File: src/rtl/gray_counter_if.sv
`default_nettype none
// ============================================================================
//  Module      : gray_counter_if
//  Description : Control/status bundle for gray_counter.
//                master : drives clr, load, load_val, en, up; observes outputs
//                slave  : the counter itself; drives bin_o, gray_o, wrap_o,
//                         gray_err_o
//  Signals     : clr        synchronous clear to binary 0
//                load       synchronous load of load_val
//                load_val   WIDTH-bit binary value to load
//                en         count enable
//                up         1 = increment, 0 = decrement
//                bin_o      registered binary count
//                gray_o     registered reflected Gray code of bin_o
//                wrap_o     one-cycle pulse, previous update wrapped
//                gray_err_o sticky Gray single-step violation flag
//  Revision    : 1.0 - initial release
// ============================================================================
interface gray_counter_if #(
    parameter int WIDTH = 4
);
    logic             clr;
    logic             load;
    logic [WIDTH-1:0] load_val;
    logic             en;
    logic             up;
    logic [WIDTH-1:0] bin_o;
    logic [WIDTH-1:0] gray_o;
    logic             wrap_o;
    logic             gray_err_o;

    modport master (
        output clr,
        output load,
        output load_val,
        output en,
        output up,
        input  bin_o,
        input  gray_o,
        input  wrap_o,
        input  gray_err_o
    );

    modport slave (
        input  clr,
        input  load,
        input  load_val,
        input  en,
        input  up,
        output bin_o,
        output gray_o,
        output wrap_o,
        output gray_err_o
    );
endinterface
`default_nettype wire

File: src/rtl/gray_counter.sv
`default_nettype none
// ============================================================================
//  Module      : gray_counter
//  Description : Registered up/down binary counter presenting its value in
//                both binary and reflected Gray code (gray = bin ^ bin>>1).
//                Used as a CDC FIFO pointer generator: the Gray value is
//                registered so only one bit changes per count step and no
//                combinational glitch reaches the crossing.
//  Ports       : clk    rising-edge clock
//                rst_n  asynchronous active-low reset
//                bus    gray_counter_if.slave (clr, load, load_val, en, up,
//                       bin_o, gray_o, wrap_o, gray_err_o)
//  Parameters  : WIDTH     counter width, 2..32
//                RESET_VAL binary value loaded on reset, < 2**WIDTH
//  Options     : GRAY_CNT_CHECK_EN - when defined, a registered checker
//                flags (sticky until rst_n or clr) any en-only update whose
//                Gray output did not change by exactly one bit. When not
//                defined gray_err_o is tied low and no checker is built.
//  Revision    : 1.0 - initial release
// ============================================================================
module gray_counter #(
    parameter int          WIDTH     = 4,
    parameter int unsigned RESET_VAL = 0
) (
    input  wire logic      clk,
    input  wire logic      rst_n,
    gray_counter_if.slave  bus
);

    localparam logic [WIDTH-1:0] c_reset_bin  = WIDTH'(RESET_VAL);
    localparam logic [WIDTH-1:0] c_reset_gray = c_reset_bin ^ (c_reset_bin >> 1);
    localparam logic [WIDTH-1:0] c_max        = '1;
    localparam logic [WIDTH-1:0] c_one        = WIDTH'(1);

    logic [WIDTH-1:0] r_bin;
    logic [WIDTH-1:0] r_gray;
    logic             r_wrap;

    logic [WIDTH-1:0] w_bin_next;
    logic [WIDTH-1:0] w_gray_next;
    logic             w_wrap_next;

    // ------------------------------------------------------------------
    // Next-state selection, priority clr > load > en
    // ------------------------------------------------------------------
    always_comb begin
        w_bin_next  = r_bin;
        w_wrap_next = 1'b0;
        if (bus.clr) begin
            w_bin_next = '0;
        end else if (bus.load) begin
            w_bin_next = bus.load_val;
        end else if (bus.en) begin
            if (bus.up) begin
                w_bin_next  = r_bin + c_one;
                w_wrap_next = (r_bin == c_max);
            end else begin
                w_bin_next  = r_bin - c_one;
                w_wrap_next = (r_bin == '0);
            end
        end
    end

    // Gray is derived from the next binary value so both registers update
    // on the same edge and are always mutually consistent.
    assign w_gray_next = w_bin_next ^ (w_bin_next >> 1);

    always_ff @(posedge clk or negedge rst_n) begin
        if (!rst_n) begin
            r_bin  <= c_reset_bin;
            r_gray <= c_reset_gray;
            r_wrap <= 1'b0;
        end else begin
            r_bin  <= w_bin_next;
            r_gray <= w_gray_next;
            r_wrap <= w_wrap_next;
        end
    end

    assign bus.bin_o  = r_bin;
    assign bus.gray_o = r_gray;
    assign bus.wrap_o = r_wrap;

`ifdef GRAY_CNT_CHECK_EN
    // ------------------------------------------------------------------
    // Single-step checker: remember the Gray value that preceded an
    // en-only update, then on the following cycle compare it with the
    // value actually presented on gray_o.
    // ------------------------------------------------------------------
    logic             w_en_only;
    logic [WIDTH-1:0] w_gray_diff;
    logic             w_single_bit;
    logic             r_chk_pending;
    logic [WIDTH-1:0] r_gray_prev;
    logic             r_gray_err;

    assign w_en_only   = !bus.clr && !bus.load && bus.en;
    assign w_gray_diff = r_gray_prev ^ r_gray;
    // Exactly one bit set: non-zero and a power of two.
    assign w_single_bit = (w_gray_diff != '0) &&
                          ((w_gray_diff & (w_gray_diff - c_one)) == '0);

    always_ff @(posedge clk or negedge rst_n) begin
        if (!rst_n) begin
            r_chk_pending <= 1'b0;
            r_gray_prev   <= c_reset_gray;
            r_gray_err    <= 1'b0;
        end else begin
            r_chk_pending <= w_en_only;
            r_gray_prev   <= r_gray;
            if (bus.clr) begin
                r_gray_err <= 1'b0;
            end else if (r_chk_pending && !w_single_bit) begin
                r_gray_err <= 1'b1;
            end
        end
    end

    assign bus.gray_err_o = r_gray_err;
`else
    assign bus.gray_err_o = 1'b0;
`endif

endmodule
`default_nettype wire
File: src/flat_wrapper.sv
// flat-port wrapper written by rule: the top's interface ports become plain ports
module gray_counter_flat 
#(
    parameter int          WIDTH     = 4,
    parameter int unsigned RESET_VAL = 0
)
  (clk, rst_n, bus_clr, bus_load, bus_load_val, bus_en, bus_up, bus_bin_o, bus_gray_o, bus_wrap_o, bus_gray_err_o);
  gray_counter_if #(.WIDTH(WIDTH)) bus_i ();
  input  wire logic clk;
  input  wire logic rst_n;
  input wire logic [$bits(bus_i.clr)-1:0] bus_clr;
  input wire logic [$bits(bus_i.load)-1:0] bus_load;
  input wire logic [$bits(bus_i.load_val)-1:0] bus_load_val;
  input wire logic [$bits(bus_i.en)-1:0] bus_en;
  input wire logic [$bits(bus_i.up)-1:0] bus_up;
  output wire logic [$bits(bus_i.bin_o)-1:0] bus_bin_o;
  output wire logic [$bits(bus_i.gray_o)-1:0] bus_gray_o;
  output wire logic [$bits(bus_i.wrap_o)-1:0] bus_wrap_o;
  output wire logic [$bits(bus_i.gray_err_o)-1:0] bus_gray_err_o;
  assign bus_i.clr = bus_clr;
  assign bus_i.load = bus_load;
  assign bus_i.load_val = bus_load_val;
  assign bus_i.en = bus_en;
  assign bus_i.up = bus_up;
  assign bus_bin_o = bus_i.bin_o;
  assign bus_gray_o = bus_i.gray_o;
  assign bus_wrap_o = bus_i.wrap_o;
  assign bus_gray_err_o = bus_i.gray_err_o;
  gray_counter #(.WIDTH(WIDTH), .RESET_VAL(RESET_VAL)) u_core (.clk(clk), .rst_n(rst_n), .bus(bus_i));
endmodule
File: config.mk
export PLATFORM = sky130hd
export DESIGN_NAME = gray_counter_flat
export DESIGN_NICKNAME = d
export VERILOG_FILES = /design/src/rtl/gray_counter_if.sv /design/src/rtl/gray_counter.sv /design/src/flat_wrapper.sv
export SDC_FILE = /design/constraint.sdc
export NUM_CORES = 1
export LEC_CHECK = 0
export CORE_AREA = 4 4 52 54
export CTS_CLUSTER_SIZE = 25
export DETAILED_ROUTE_END_ITERATION = 16
export DIE_AREA = 0 0 56 58
export SLEW_MARGIN = 20
export SYNTH_ARGS = -nofsm -noshare
export SYNTH_HDL_FRONTEND = slang
export SYNTH_SLANG_ARGS = --single-unit
File: constraint.sdc
create_clock -name clk -period 2.4 [get_ports clk]
set_input_delay 0.48 -clock clk [delete_from_list [all_inputs] [get_ports clk]]
set_output_delay 0.48 -clock clk [all_outputs]
set_load 0.01 [all_outputs]
==> metrics.md, run 1 <==
| Metric | Value |
|---|---|
| Status | `complete, no violations` |
| Setup WS pre-CTS | `-0.0409 ns` |
| GPL Wtd Cong | `0.885` |
| Startpoint Class | `input pin` |
| Number of flops mapped to enable cells by yosys | `0` |
| Period minus WS final | `2.18 ns` |
| CTS tree | `done` |
| Post-synthesis sequential area ratio | `36.7%` |
| CTS Buf Count | `3` |
| FMAX | `460 MHz` |
| Die area | `3250 um2` |
| Avg Inst Size Synth | `10.1 um2` |
| Hold Vio Cnt, Final | `0` |
| DRT met1 WL | `630 um` |
| Storage cell area | `200 um2` |
| Detailed-router iteration count before antenna repair | `4` |
| PnR worst setup slack | `0.224 ns` |
| Routed wl met2 | `627 um` |
| Type of the most critical hold path | `input pin to asynchronous set/reset pin` |
| Yosys reg bits | `8` |
| Gate Count Post-Synth | `54` |
| DR vias | `482` |
| GRT Total Usage | `9.04%` |
| P_leak | `0.366 nW` |
| Placed Area | `786 um2` |
| Root buf cell | `clkbuf_4` |
| Placed Cells incl. Taps | `103` |
| Final instance area | `808 um2` |
| # hold bufs at CTS | `0` |
| Buf/Inv on CP | `2` |
| Top-count cell post-synth | `dfrtp_1` |
| Ant diodes | `0` |
| Max clock buf depth | `2` |
| DRC errors left | `0` |
| Slew Limit Fails | `0` |
| Gr ovfl total | `0` |
| Met3 wire length | `85 um` |
| Maximum vdd drop | `201 uV` |
| H-tree depth | `1` |
| Vias in the first global route | `448` |
| CTS sink cnt | `8` |
| Worst path cell trace | `clkdlybuf4s50_1, inv_1, ha_1, a21o_1, a221o_1, nand3_2, mux2_4` |
| Logic pwr share | `36.0%` |
| Synth Flop Type | `dfrtp_1` |
| Int Pwr | `288 uW` |
| Layout area overhead | `48.2%` |
| Clk slew on worst S/H paths | `0.06 ns` |
| Period utilization | `90.6%` |
| Layout cell share with drive strength beyond 1 | `16.7%` |
| Filler Cells Inserted | `236` |
| First-pass GRT wire length | `2260 um` |
| Sw Share | `28.8%` |
| Post-route insts no fill | `106` |
| Worst EP arrival | `2.32 ns` |
| RSZ-0062 raised after global routing | `no` |
| Switch Pwr | `117 uW` |
| Crit end category | `flop` |
| Antenna Violating Nets Remaining | `0` |
| Drt initial violations | `5` |
| Clk_lat worst skew | `0.25 ns` |
| Die Ht | `58 um` |
| Area contributors post-synth | `dfrtp_1 37%, xnor2_1 4.8%, ha_1 4.6%` |
| Type of the worst setup path | `input pin to flop` |
| Sequential power share | `38.8%` |
| Count of boundary I/O pins | `20` |
| Critical path fanouts, max | `5` |
| Family with the most delay on the worst path | `buffers and inverters` |
| Clock Skews | `0.00590 ns` |
| PortBufs | `18` |
| Total power | `405 uW` |
| Wire per inst | `12.8 um` |
| Maxcap violations | `0` |
| Largest net degree at the start of global routing | `12` |
| Syn_nets | `67` |
| Slowest CP cell | `clkdlybuf4s50_1` |
| Starting density of the core | `24.7%` |
| HPWL after detailed placement | `1110 um` |
| Clock power frac | `25.3%` |
| Max stage delay on crit path | `0.55 ns` |
| DIE WIDTH | `56 um` |
| Share of flip-flops with an asynchronous set or reset | `100%` |
| Util after Layout | `36.5%` |
| Yosys cell types | `35` |
| Setup Buffers After CTS | `0` |
| Multi-input logic area | `303 um2` |
| Mapped Area | `546 um2` |
| Antenna violations before repair | `0` |
| Yosys warns | `0` |
| Detailed Route WL | `1350 um` |
| CP required | `2.54 ns` |
| Post-synth top area share | `36.7%` |
| PwrDens | `501 nW/um2` |
| Core area | `2210 um2` |
| Leading area contributor after synthesis | `dfrtp_1` |
| CTS resizes | `0` |
| Vias/cell | `4.55` |
| Final net count | `93` |
| Site Rows | `17` |
| Top routing layer in use | `met4` |
| Endpoints failing setup | `0` |
| Commonest cells post-synth | `8 x dfrtp_1, 6 x inv_1, 3 x xnor2_1` |
[placed cells by master (no fill, tap or decap), types with 2 or more instances in the layout]
master	Yosys	layout
nand3_1	2	2
inv_1	6	6
clkdlybuf4s50_1	0	18
ha_1	2	2
buf_4	2	6
nor2_1	2	2
mux2i_1	2	2
xnor2_1	3	3
clkbuf_4	0	3
dfrtp_1	8	8
[state kept, by name, summed over array words and instances (netlist names)]
register and flops:
u_core.bus.bin_o 4, u_core.bus.gray_o 3, u_core.bus.wrap_o 1
[layer usage]
metal,GRT usage (%),vias to the layer above
met5,0,-
met4,5.08,0
met3,2.90,2
met2,12.5,17
met1,12.3,223
li1,-,240
[metrics by stage]
step | hold WS (ns) | TNS (ns)
5_1_grt | 0.530 | 0
3_3_place_gp | 0.629 | -0.00968
2_1_floorplan | 0.184 | 0
6_report | 0.500 | 0
4_1_cts | 0.509 | 0
3_5_place_dp | 0.622 | -0.0754
[power by group through the flow]
stage	sequential (mW)	combinational [mW]	clock, mW
3_3_place_gp	0.160	0.144	0
2_1_floorplan	0.169	0.0624	0
3_5_place_dp	0.160	0.146	0
6_report	0.157	0.146	0.102
4_1_cts	0.157	0.147	0.106
5_1_grt	0.159	0.161	0.116
[logic make-up after synthesis]
logic type	Yosys count	synth area share (%)
buffers and inverters	9	7.80
adder cells (fa/ha/maj)	3	8.26
XOR/XNOR	4	6.42
AND/OR/NAND/NOR	16	19.7
AO/OA/AOI/OAI	10	14.0
other	1	0.687
flip-flops	8	36.7
multiplexers	3	6.42
[area by class of cell]
type / count / area share, %
clock buffer: 3 / 2.79
tap: 28 / 4.33
inverter: 6 / 2.79
multi-input combinational: 37 / 37.5
sequential: 8 / 24.8
timing repair buffer: 24 / 27.9
[path summary, 6_finish.rpt]
path                                          startpoint                              to  slack [ns]  cells past startpoint
setup / recovery                                  bus_up  u_core.bus.gray_o[2]$_DFF_PN0_        0.22                      7
hold / removal                                     rst_n  u_core.bus.gray_o[1]$_DFF_PN0_        0.50                      1
setup reg to reg           u_core.bus.bin_o[1]$_DFF_PN0_  u_core.bus.gray_o[1]$_DFF_PN0_        0.54                      7
hold reg to reg            u_core.bus.bin_o[1]$_DFF_PN0_     u_core.bus.wrap_o$_DFF_PN0_        0.63                      2
max in group asynchronous                          rst_n   u_core.bus.bin_o[1]$_DFF_PN0_        1.63                      1
min in group clk           u_core.bus.bin_o[1]$_DFF_PN0_     u_core.bus.wrap_o$_DFF_PN0_        0.63                      2
Power figures use the tool's default switching activity.
==> run 2, diff against run 1 <==
DONT_BUFFER_PORTS = 1   (was default)
==> metrics.md, run 2 (synthesized netlist as in run 1, its figures left out) <==
| Metric | Value |
|---|---|
| Reg2reg end | `u_core.bus.gray_o[2]$_DFF_PN0_ (was u_core.bus.gray_o[1]$_DFF_PN0_)` |
| Ant diodes | `0 (unchanged)` |
| CTS tree | `done (unchanged)` |
| Clock Skews | `0.00295 ns (was 0.00590 ns)` |
| Worst path cell trace | `inv_1, fa_1, xnor2_1, a211oi_1, nor3_1, mux2_4 (was clkdlybuf4s50_1, inv_1, ha_1, a21o_1, a221o_1, nand3_2, mux2_4)` |
| FMAX | `510 MHz (was 460 MHz)` |
| Largest net degree at the start of global routing | `13 (was 12)` |
| Hold path cells | `1` |
| Final net count | `72 (was 93)` |
| Period utilization | `81.7% (was 90.6%)` |
| Count of boundary I/O pins | `20 (unchanged)` |
| Critical path fanouts, max | `4 (was 5)` |
| RSZ-0062 raised after global routing | `no (unchanged)` |
| Startpoint Class | `flop (was input pin)` |
| Most frequent cells in the layout | `8 x dfrtp_1, 6 x inv_1, 3 x xnor2_1, 3 x clkbuf_4 (was 18 x clkdlybuf4s50_1, 8 x dfrtp_1, 6 x inv_1, 6 x buf_4)` |
| Crit end category | `flop (unchanged)` |
| PnR worst setup slack | `0.439 ns (was 0.224 ns)` |
| Setup Buffers After CTS | `0 (unchanged)` |
| Endpoints failing setup | `0 (unchanged)` |
| DIE WIDTH | `56 um (unchanged)` |
| Largest register FFs | `4 (unchanged)` |
| DRC errors left | `0 (unchanged)` |
| GRT Total Usage | `8.42% (was 9.04%)` |
| Final instance area | `608 um2 (was 808 um2)` |
| Placed Area | `576 um2 (was 786 um2)` |
| GPL Wtd Cong | `0.700 (was 0.885)` |
| Hold Vio Cnt, Final | `0 (unchanged)` |
| Origin of the critical flop-to-flop path | `u_core.bus.bin_o[1]$_DFF_PN0_ (unchanged)` |
| Reg2Reg Setup Slack | `0.44 ns (was 0.54 ns)` |
| Setup TNS | `0 ns (unchanged)` |
| Setup WS pre-CTS | `0.438 ns (was -0.0409 ns)` |
| Antenna Violating Nets Remaining | `0 (unchanged)` |
| Type of the worst setup path | `flop to flop (was input pin to flop)` |
| Drt initial violations | `4 (was 5)` |
| Worst EP arrival | `2.10 ns (was 2.32 ns)` |
| Detailed Route WL | `1230 um (was 1350 um)` |
| Total power | `352 uW (was 405 uW)` |
| R2R depth | `6 (was 7)` |
| Min-Delay Startpoint | `bus_clr` |
| Clk slew on worst S/H paths | `0.06 ns (about the same)` |
| Die area | `3250 um2 (unchanged)` |
| Root buf cell | `clkbuf_4 (unchanged)` |
| PortBufs | `0 (was 18)` |
| Vias in the first global route | `432 (was 448)` |
| CTS Buf Count | `3 (unchanged)` |
| WHS Endpoint | `u_core.bus.bin_o[3]$_DFF_PN0_` |
| Status | `complete, no violations (unchanged)` |
| Gr ovfl total | `0 (unchanged)` |
| Type of the most critical hold path | `input pin to flop (was input pin to asynchronous set/reset pin)` |
| Starting density of the core | `24.7% (unchanged)` |
| CTS sink cnt | `8 (unchanged)` |
| Commonest non-fill, non-tap cell in the layout | `dfrtp_1 (was clkdlybuf4s50_1)` |
| Core area | `2210 um2 (unchanged)` |
| H-tree depth | `1 (unchanged)` |
| HPWL after detailed placement | `963 um (was 1110 um)` |
| Wire per inst | `14.5 um (was 12.8 um)` |
| P_leak | `0.283 nW (was 0.366 nW)` |
| # hold bufs at CTS | `1 (was 0)` |
| Die Ht | `58 um (unchanged)` |
| Final hold slack | `0.276 ns (was 0.500 ns)` |
| PwrDens | `579 nW/um2 (was 501 nW/um2)` |
| Maximum vdd drop | `185 uV (was 201 uV)` |
| Antenna violations before repair | `0 (unchanged)` |
| Filler Cells Inserted | `247 (was 236)` |
| Slowest CP cell | `dfrtp_1 (was clkdlybuf4s50_1)` |
| CP required | `2.54 ns (about the same)` |
| DR vias | `404 (was 482)` |
| Vias/cell | `4.75 (was 4.55)` |
| Period minus WS final | `1.96 ns (was 2.18 ns)` |
| CTS resizes | `0 (unchanged)` |
| Slew Limit Fails | `0 (unchanged)` |
| Maxcap violations | `0 (unchanged)` |
| First-pass GRT wire length | `2140 um (was 2260 um)` |
| Detailed-router iteration count before antenna repair | `3 (was 4)` |
| Site Rows | `17 (unchanged)` |
| Layout area overhead | `11.5% (was 48.2%)` |
| Max clock buf depth | `2 (unchanged)` |
| Max stage delay on crit path | `0.44 ns (was 0.55 ns)` |
| Clk_lat worst skew | `0.26 ns (was 0.25 ns)` |
| Layout cell share with drive strength beyond 1 | `15.8% (was 16.7%)` |
==> run 2: power by group <==
part	switching, mW	internal, mW	leakage (nW)	total [mW]
Clock	0.0497	0.0575	0.0138	0.107
Combinational	0.0421	0.0390	0.166	0.0811
Sequential	0.0142	0.149	0.103	0.164
==> run 2: cell type report <==
cell class,count,area (um2),share of cell area [%]
repair buffers,3,25.0,4.12
inverters,6,22.5,3.70
flip-flops and latches,8,200,32.9
well taps,28,35.0,5.76
multi-input cells,37,303,49.8
clock buffers,3,22.5,3.70
==> run 2: critical path, delay by kind of cell (launching register included) <==
family                     cells  cell delay [ns]
xor gates and xnor gates       1             0.14
buffers and inverters          1             0.12
DFF                            1             0.44
and+or+nand+nor                1             0.15
muxes                          1             0.28
AOI/OAI and AO/OA              1             0.31
adders and majority gates      1             0.42
==> run 2: per-stage QoR <==
| step | util [%] | std cells |
|---|---|---|
| 4_1_cts | 27.5 | 85 |
| 3_5_place_dp | 26.0 | 81 |
| 2_1_floorplan | - | 54 |
| 6_report | 27.5 | 85 |
| 5_1_grt | 27.5 | 85 |
| 3_3_place_gp | 26.0 | 81 |
==> run 2: metal layers <==
layer / track usage [%] / vias up / routed length [um]
met4: 6.10 / 0 / 30
met2: 11.0 / 17 / 525
met3: 2.90 / 3 / 103
li1: - / 197 / -
met1: 11.3 / 187 / 572
met5: 0 / - / 0
==> run 2: how the worst max path moves through the flow <==
stage                                             start                             end  slack, ns  depth (start not counted)
final                     u_core.bus.bin_o[1]$_DFF_PN0_  u_core.bus.gray_o[2]$_DFF_PN0_       0.44                          6
after floorplan           u_core.bus.bin_o[0]$_DFF_PN0_  u_core.bus.gray_o[2]$_DFF_PN0_       0.52                          6
after global routing      u_core.bus.bin_o[1]$_DFF_PN0_  u_core.bus.gray_o[2]$_DFF_PN0_       0.32                          6
after detailed placement  u_core.bus.bin_o[1]$_DFF_PN0_  u_core.bus.gray_o[2]$_DFF_PN0_       0.44                          6
after CTS                 u_core.bus.bin_o[1]$_DFF_PN0_  u_core.bus.gray_o[2]$_DFF_PN0_       0.42                          6
after global placement    u_core.bus.bin_o[1]$_DFF_PN0_  u_core.bus.gray_o[2]$_DFF_PN0_       0.43                          6
==> run 3, diff against run 2 <==
clock period = 1.8 ns   (was 2.4 ns; I/O delays follow)
==> metrics.md, run 3 (synthesized netlist as in run 1, its figures left out) <==
| Metric | Value |
|---|---|
| Slew Limit Fails | `0 (unchanged)` |
| Wire per inst | `13.7 um (was 14.5 um)` |
| Startpoint Class | `flop (unchanged)` |
| Commonest non-fill, non-tap cell in the layout | `dfrtp_1 (unchanged)` |
| Vias/cell | `4.73 (was 4.75)` |
| Setup WS pre-CTS | `-0.0485 ns (was 0.438 ns)` |
| Top Usage Layer GRT | `met2 (was met1)` |
| Ant diodes | `0 (unchanged)` |
| Max clock buf depth | `2 (unchanged)` |
| Clk_lat worst skew | `0.25 ns (was 0.26 ns)` |
| CP required | `1.93 ns (was 2.54 ns)` |
| First-pass GRT wire length | `1970 um (was 2140 um)` |
| Clock Skews | `0.00262 ns (was 0.00295 ns)` |
| PwrDens | `745 nW/um2 (was 579 nW/um2)` |
| Type of the worst setup path | `flop to flop (unchanged)` |
| Status | `complete, no violations (unchanged)` |
| Maximum vdd drop | `325 uV (was 185 uV)` |
| Critical path fanouts, max | `4 (unchanged)` |
| Die Ht | `58 um (unchanged)` |
| GPL Wtd Cong | `0.733 (was 0.700)` |
| CTS Buf Count | `3 (unchanged)` |
| CTS tree | `done (unchanged)` |
| Largest net degree at the start of global routing | `13 (unchanged)` |
| Type of the most critical hold path | `input pin to flop (unchanged)` |
| Period utilization | `97.1% (was 81.7%)` |
| Core area | `2210 um2 (unchanged)` |
| Layout area overhead | `20.2% (was 11.5%)` |
| Starting density of the core | `24.7% (unchanged)` |
| CTS sink cnt | `8 (unchanged)` |
| Clk slew on worst S/H paths | `0.05 ns (was 0.06 ns)` |
| Worst Setup SP | `u_core.bus.bin_o[1]$_DFF_PN0_ (unchanged)` |
| Detailed-router iteration count before antenna repair | `2 (was 3)` |
| Met2 GRT Util | `12.0% (was 11.0%)` |
| Family with the most delay on the worst path | `compound AO/OA/AOI/OAI gates (was flip-flops)` |
| GRT Total Usage | `7.87% (was 8.42%)` |
| PortBufs | `0 (unchanged)` |
| H-tree depth | `1 (unchanged)` |
| RSZ-0062 raised after global routing | `no (unchanged)` |
| Most frequent cells in the layout | `7 x dfrtp_1, 6 x buf_4, 5 x inv_1 (was 8 x dfrtp_1, 6 x inv_1, 3 x xnor2_1, 3 x clkbuf_4)` |
| Origin of the critical flop-to-flop path | `u_core.bus.bin_o[1]$_DFF_PN0_ (unchanged)` |
| Buf/Inv on CP | `0 (was 1)` |
| Site Rows | `17 (unchanged)` |
| Vias in the first global route | `437 (was 432)` |
| Antenna violations before repair | `0 (unchanged)` |
| Final net count | `76 (was 72)` |
| M3 GR Usage | `4.68% (was 2.90%)` |
| Endpoints failing setup | `0 (unchanged)` |
| Count of boundary I/O pins | `20 (unchanged)` |
| Worst EP arrival | `1.88 ns (was 2.10 ns)` |
| Largest register FFs | `4 (unchanged)` |
| Period minus WS final | `1.75 ns (was 1.96 ns)` |
| Reg2Reg Setup Slack | `0.05 ns (was 0.44 ns)` |
| DRC errors left | `0 (unchanged)` |
| Layout cell share with drive strength beyond 1 | `29.0% (was 15.8%)` |
| Detailed Route WL | `1230 um (about the same)` |
| Slowest CP cell | `dfrtp_1 (unchanged)` |
| Root buf cell | `clkbuf_4 (unchanged)` |
| P_leak | `0.305 nW (was 0.283 nW)` |
| Gr ovfl total | `0 (unchanged)` |
| Reg2reg end | `u_core.bus.gray_o[2]$_DFF_PN0_ (unchanged)` |
| FMAX | `572 MHz (was 510 MHz)` |
| Hold path cells | `1 (unchanged)` |
| Die area | `3250 um2 (unchanged)` |
| Antenna Violating Nets Remaining | `0 (unchanged)` |
| Met1 Usage GRT | `9.45% (was 11.3%)` |
| HPWL after detailed placement | `999 um (was 963 um)` |
| Crit path depth | `5 (was 6)` |
| R2R depth | `5 (was 6)` |
| Drt initial violations | `5 (was 4)` |
| Max stage delay on crit path | `0.42 ns (was 0.44 ns)` |
| Crit path to | `u_core.bus.gray_o[2]$_DFF_PN0_ (unchanged)` |
| Total power | `488 uW (was 352 uW)` |
| Maxcap violations | `0 (unchanged)` |
| DIE WIDTH | `56 um (unchanged)` |
| Worst path cell trace | `ha_1, a21o_1, a221o_1, nand3_2, mux2_4 (was inv_1, fa_1, xnor2_1, a211oi_1, nor3_1, mux2_4)` |
| DR vias | `426 (was 404)` |
| PnR worst setup slack | `0.0517 ns (was 0.439 ns)` |
| Crit end category | `flop (unchanged)` |
| Hold Vio Cnt, Final | `0 (unchanged)` |
## run 3: worst min-delay path by stage
stage,start,endpoint,slack (ns)
global route,bus_clr,u_core.bus.bin_o[3]$_DFF_PN0_,0.16
CTS,bus_clr,u_core.bus.bin_o[3]$_DFF_PN0_,0.16
detailed placement,rst_n,u_core.bus.gray_o[0]$_DFF_PN0_,0.06
floorplan,rst_n,u_core.bus.bin_o[0]$_DFF_PN0_,0.06
global placement,rst_n,u_core.bus.gray_o[0]$_DFF_PN0_,0.06
finish,bus_clr,u_core.bus.bin_o[3]$_DFF_PN0_,0.17
## run 3: cell type report
class	count	area, um2
inverters	6	22.5
well taps	28	35.0
fillers	232	1560
repair buffers	7	55.1
clock buffers	4	26.3
multi-input cells	37	315
flip-flops and latches	8	201
## run 3: per-layer routing
| metal | vias up | share of wire, % |
|---|---|---|
| li1 | 205 | - |
| met1 | 206 | 43 |
| met2 | 15 | 50 |
| met3 | 0 | 7.5 |
| met4 | 0 | 0 |
| met5 | - | 0 |
## run 3: through the flow
stage,area [um2],TNS [ns],instances,hold WS [ns],util [%]
CTS,641,0,89,0.157,29.0
finish,656,0,90,0.169,29.6
global route,656,0,90,0.155,29.6
detailed placement,599,-0.0938,84,0.0646,27.1
floorplan,547,0,54,0.0644,-
global placement,599,0,84,0.0646,27.1
## run 3: where the power goes
part,internal (mW),switching [mW]
combinational,0.0639,0.0650
sequential,0.200,0.0157
clock,0.0847,0.0593
total,0.348,0.140
## run 3: repair_timing
action | in CTS | in global routing
endpoints found under the setup margin | 2 | 2
gates resized for setup | 1 | 3
cloned | 0 | 0
hold buffers | 1 | 0
pin swaps | 0 | 2
endpoints found under the hold margin | 8 | 0
setup buffers | 0 | 1
